--- src/rtl/mdu_ctrl.sv ---
// EXE-stage multiply/divide sequencer: issues DIV/DIVU to the divider IPs, stalls EXE until the result returns,
// drains divides abandoned by a flush, and produces HI/LO write enables and data for DIV(U)/MULT(U)/MTHI/MTLO.
module mdu_ctrl #(
  parameter int DW = 32
) (
  input  logic            clk,
  input  logic            reset,
  input  logic            es_valid,
  input  logic            es_leave,
  input  logic            es_ex,
  input  logic            flush,
  input  logic            op_div,
  input  logic            op_divu,
  input  logic            op_mult,
  input  logic            op_multu,
  input  logic            op_mthi,
  input  logic            op_mtlo,
  input  logic [DW-1:0]   src1,
  input  logic [DW-1:0]   src2,
  input  logic [2*DW-1:0] prod,
  output logic            div_s_tvalid,
  input  logic            div_s_tready,
  output logic            div_u_tvalid,
  input  logic            div_u_tready,
  output logic [DW-1:0]   div_dividend,
  output logic [DW-1:0]   div_divisor,
  input  logic            div_s_dout_tvalid,
  input  logic            div_u_dout_tvalid,
  input  logic [2*DW-1:0] div_s_dout,
  input  logic [2*DW-1:0] div_u_dout,
  output logic            es_stop,
  output logic [1:0]      hl_we,
  output logic [DW-1:0]   h_wdata,
  output logic [DW-1:0]   l_wdata
);

  typedef enum logic [2:0] {
    S_IDLE,
    S_ISSUE,
    S_WAIT,
    S_DONE,
    S_DRAIN
  } state_t;

  state_t            state;
  state_t            state_nx;
  logic              sel_u;
  logic              flush_seen;
  logic              first_done;
  logic [DW-1:0]     dividend_q;
  logic [DW-1:0]     divisor_q;
  logic [2*DW-1:0]   result_q;

  logic              is_div;
  logic              sel_tready;
  logic              sel_dout_vld;
  logic              wr_ok;
  logic              latch_en;
  logic              capture_en;

  assign is_div       = op_div | op_divu;
  assign sel_tready   = sel_u ? div_u_tready : div_s_tready;
  assign sel_dout_vld = sel_u ? div_u_dout_tvalid : div_s_dout_tvalid;
  assign wr_ok        = es_valid & ~es_ex & ~flush;

  assign div_s_tvalid = (state == S_ISSUE) & ~sel_u;
  assign div_u_tvalid = (state == S_ISSUE) & sel_u;
  assign div_dividend = dividend_q;
  assign div_divisor  = divisor_q;

  // Depends on registered state only, so es_leave (built from es_stop) cannot form a loop.
  assign es_stop = es_valid & is_div & (state != S_DONE);

  always_comb begin
    state_nx   = state;
    latch_en   = 1'b0;
    capture_en = 1'b0;
    case (state)
      S_IDLE: begin
        if (es_valid & is_div & ~flush) begin
          state_nx = S_ISSUE;
          latch_en = 1'b1;
        end
      end
      S_ISSUE: begin
        // The handshake must complete even when flushed; the result is then drained.
        if (sel_tready) begin
          state_nx = (flush | flush_seen) ? S_DRAIN : S_WAIT;
        end
      end
      S_WAIT: begin
        if (sel_dout_vld) begin
          if (flush) begin
            state_nx = S_IDLE;
          end else begin
            state_nx   = S_DONE;
            capture_en = 1'b1;
          end
        end else if (flush) begin
          state_nx = S_DRAIN;
        end
      end
      S_DONE: begin
        if (es_leave | flush) begin
          state_nx = S_IDLE;
        end
      end
      S_DRAIN: begin
        if (sel_dout_vld) begin
          state_nx = S_IDLE;
        end
      end
      default: state_nx = S_IDLE;
    endcase
  end

  always_comb begin
    hl_we   = 2'b00;
    h_wdata = '0;
    l_wdata = '0;
    if (state == S_DONE) begin
      h_wdata = result_q[DW-1:0];
      l_wdata = result_q[2*DW-1:DW];
      if (first_done & wr_ok) begin
        hl_we = 2'b11;
      end
    end else if (es_leave & wr_ok) begin
      if (op_mult | op_multu) begin
        hl_we   = 2'b11;
        h_wdata = prod[2*DW-1:DW];
        l_wdata = prod[DW-1:0];
      end else if (op_mthi) begin
        hl_we   = 2'b10;
        h_wdata = src1;
      end else if (op_mtlo) begin
        hl_we   = 2'b01;
        l_wdata = src1;
      end
    end
  end

  always_ff @(posedge clk) begin
    if (reset) begin
      state      <= S_IDLE;
      sel_u      <= 1'b0;
      flush_seen <= 1'b0;
      first_done <= 1'b0;
      dividend_q <= '0;
      divisor_q  <= '0;
      result_q   <= '0;
    end else begin
      state      <= state_nx;
      first_done <= capture_en;
      // Remember a flush that arrives while the request is still waiting for tready.
      flush_seen <= (state_nx == S_ISSUE) & (flush_seen | flush);
      if (latch_en) begin
        dividend_q <= src1;
        divisor_q  <= src2;
        sel_u      <= op_divu;
      end
      if (capture_en) begin
        result_q <= sel_u ? div_u_dout : div_s_dout;
      end
    end
  end

endmodule

--- config.mk ---
export PLATFORM = sky130hd
export DESIGN_NAME = mdu_ctrl
export DESIGN_NICKNAME = d
export VERILOG_FILES = /design/src/rtl/mdu_ctrl.sv
export SDC_FILE = /design/constraint.sdc
export NUM_CORES = 1
export LEC_CHECK = 0
export ABC_AREA = 1
export CAP_MARGIN = 20
export CORE_ASPECT_RATIO = 1.1
export CORE_MARGIN = 4
export CORE_UTILIZATION = 30
export CTS_CLUSTER_DIAMETER = 40
export DETAILED_ROUTE_END_ITERATION = 8
export SETUP_SLACK_MARGIN = 0.2
export SLEW_MARGIN = 40
export SYNTH_ARGS = -nofsm -noshare
export SYNTH_HDL_FRONTEND = slang
export SYNTH_SLANG_ARGS = --single-unit
--- constraint.sdc ---
create_clock -name clk -period 1.8 [get_ports clk]
set_input_delay 0.45 -clock clk [delete_from_list [all_inputs] [get_ports clk]]
set_output_delay 0.45 -clock clk [all_outputs]
set_load 0.02 [all_outputs]
==> results.cfg, run 1 <==
[power]
intPower_w = 0.00632
p_sw_frac = 0.307
p_per_area_nw_per_um2 = 588
pwr-share-seq = 0.344
clockPowerShare = 0.388
ir_worst_vdd_v = 0.000537
p_leak_nw = 7.34
p_sw_w = 0.00280
pwr-share-comb = 0.268

[detailed_routing]
dr.first_iter.drc_count = 637
drt-pass1-iter-count = 7
remaining_drc_errors = 0
viasPerCell = 4.71
ant_nets = 0
wirelength_um = 40200
vias = 9977
wl_per_cell_um = 19.0

[critical_path]
slowest_delay_ps = 380
arrival_ps = 1820
worst_path_dominant_cell_family = buffers and inverters
critical_path.max_fanout = 8
crit_slowest_cell = dfxtp_4
cpMostUsedCell = buf_6
crit_start = state[1]$_SDFF_PP0_
timing.critical_path.buf_inv = 6
worstPathRequired_ps = 1350
crit_path_end_kind = output pin
crit_chain = inv_2, nor2_4, buf_12, buf_6, buf_16, buf_8, nand2_4, nand2_2, buf_6
startpoint_type = flop
crit_type = flop to output pin
r2r_start = state[2]$_SDFF_PP0_

[yosys]
synthCells = 1260
synthFlopType = dfxtp_1
syn_avg_cell_area_um2 = 6.23
synth_edf_count = 0
synth_area_um2 = 7850
yosys.area.top_type = dfxtp_1
ys_types = 28
postSynth.asyncResetShare = 0
synthTopCellsByCount = nand2_1, nor2_1, dfxtp_1
yosysTopAreaCellShare = 0.342
ys_top_cells_by_area = dfxtp_1, nand2_1, nor2_1, o21ai_0, o21bai_2
synth_fp_nets = 1532
synth-warning-count = 0
yosysMostFrequentCell = nand2_1
yosys_register_bits = 134
yosysSeqAreaShare = 0.342

[timing]
period_share = 1.26
hold_viol = 0
skew_ps = 10.1
maxSlewViolCount = 0
finalCriticalPeriod_ps = 2270
fmax_ghz = 0.441
worstMarginPinSlew_ps = 600
setup_viol = 69
final.setup.tns_ps = -24960
fin_ws_ps = -466
max_slew_margin = 0.600
rsz0062_at_grt = true

[final_layout]
postLayoutCellArea_um2 = 15500
multi_input_comb_area_um2 = 5510
area_delta_synth_final_pct = 97.4
nNetsFinal = 2023
layout-drive-gt1-share = 0.282
fin_util = 0.608
regArea_um2 = 2700
final_cells = 2118
num-fill-cells = 2386

[die]
core-area_um2 = 25500
rows = 61
die_h_um = 178
start_util = 0.308
die_x_um = 162
die-area_um2 = 28800
ios = 405

[run_status]
outcome = finished with violations
failed_checks = negative setup slack

[global_routing]
grt_max_degree = 67
track_usage = 0.262
grt_pass1_wl_um = 57500
grt_pass1_vias = 9545
antenna_found_initial = 13
overflow = 0

[clocking]
clockBufferDepth = 2
cts_inserted_buffers = 17
h-tree-depth = 4
postCtsHoldBufs = 0
clock-root-buffer = clkbuf_16
clk_pin_slew_ps = 70
clkLatencyLatePin_ps = 420
cts_tree = built
clock_sinks = 134

[placement]
dpl_cell_area_um2 = 13400
dp_cells = 2024
portBuffers = 404
place_hpwl_um = 29300
pre_cts_ws_ps = -1210
place.gp.congestion = 0.896

[flow_run]
maxCapViolCount = 0

[hold_path]
hold_class = flop to flop
hp-start = div_dividend[1]$_SDFFE_PP0P_
## metrics by stage
step                hold slack [ps]  power (W)
floorplan                       455    0.00423
CTS                             467    0.00907
global route                    495    0.00952
global placement                449    0.00550
finish                          461    0.00912
detailed placement              457    0.00551
## worst paths after layout
kind / to / slack (ps) / depth (start not counted)
setup / recovery: l_wdata[11] / -470 / 9
setup reg to reg: result_q[3]$_SDFFE_PP0P_ / 280 / 9
hold reg to reg: div_dividend[1]$_SDFFE_PP0P_ / 460 / 2
hold / removal: div_dividend[1]$_SDFFE_PP0P_ / 460 / 2
## cells in the final DEF (no fill, tap or decap), drive strengths merged, types with 8 or more instances in the layout
master / count
clkdlybuf4s15: 25
dlygate4sd2: 43
nand3b: 33
nand3: 37
o21ai: 131
buf: 224
o21bai: 64
clkbuf: 27
nand2: 441
clkdlybuf4s50: 262
inv: 52
diode: 8
dfxtp: 134
nor2: 275
## layer usage
layer	up-vias	share of wire	global-route usage
met5	-	0.0012	0
met4	8	0.032	0.0892
met2	388	0.48	0.442
met1	4560	0.41	0.327
met3	69	0.072	0.0641
li1	4952	-	-
## tightest hold or removal path: stages (launching register included)
cell and delay, ps:
dfxtp_1 320, nor2_1 40, nor2_1 60
## sequential cells by signal, indices dropped and copies added (netlist names)
name and flops:
result_q 64, div_divisor 32, div_dividend 32, state 3
sel_u 1, first_done 1, flush_seen 1
## kinds of logic after synthesis
| family | Yosys count | synth area share |
|---|---|---|
| AND/OR/NAND/NOR | 790 | 0.404 |
| AO/OA/AOI/OAI | 198 | 0.166 |
| flip-flops | 134 | 0.342 |
| buffers and inverters | 138 | 0.0886 |
## cell type report
class | count | area share
Clock inverter | 14 | 0.00904
Inverter | 47 | 0.0132
Timing Repair Buffer | 563 | 0.390
Clock buffer | 18 | 0.0283
Antenna cell | 8 | 0.00129
Tap cell | 346 | 0.0279
Multi-Input combinational cell | 988 | 0.356
Sequential cell | 134 | 0.174
## power by group through the flow
stage	sequential, W	clock, W	combinational [W]
6_report	0.00313	0.00354	0.00245
5_1_grt	0.00315	0.00374	0.00263
4_1_cts	0.00313	0.00358	0.00235
3_5_place_dp	0.00320	0	0.00230
3_3_place_gp	0.00320	0	0.00230
2_1_floorplan	0.00332	0	0.000908
## timing repair
item / 4_1_cts / 5_1_grt
resized for setup: 540 / 205
setup buffers: 21 / 18
hold endpoints to repair: 0 / 0
gates cloned: 9 / 6
pin swaps: 9 / 39
setup endpoints to repair: 228 / 119
(Power assumes the default switching activity.)
==> inputs of run 2 (changes only) <==
--- a/config.mk
+++ b/config.mk
@@ -11,6 +11,7 @@
 export CORE_MARGIN = 4
 export CORE_UTILIZATION = 30
 export CTS_CLUSTER_DIAMETER = 40
+export CTS_CLUSTER_SIZE = 16
 export DETAILED_ROUTE_END_ITERATION = 8
 export SETUP_SLACK_MARGIN = 0.2
 export SLEW_MARGIN = 40
==> results of run 2 <==
Final layout, timing and power as in run 1 (identical DEF).
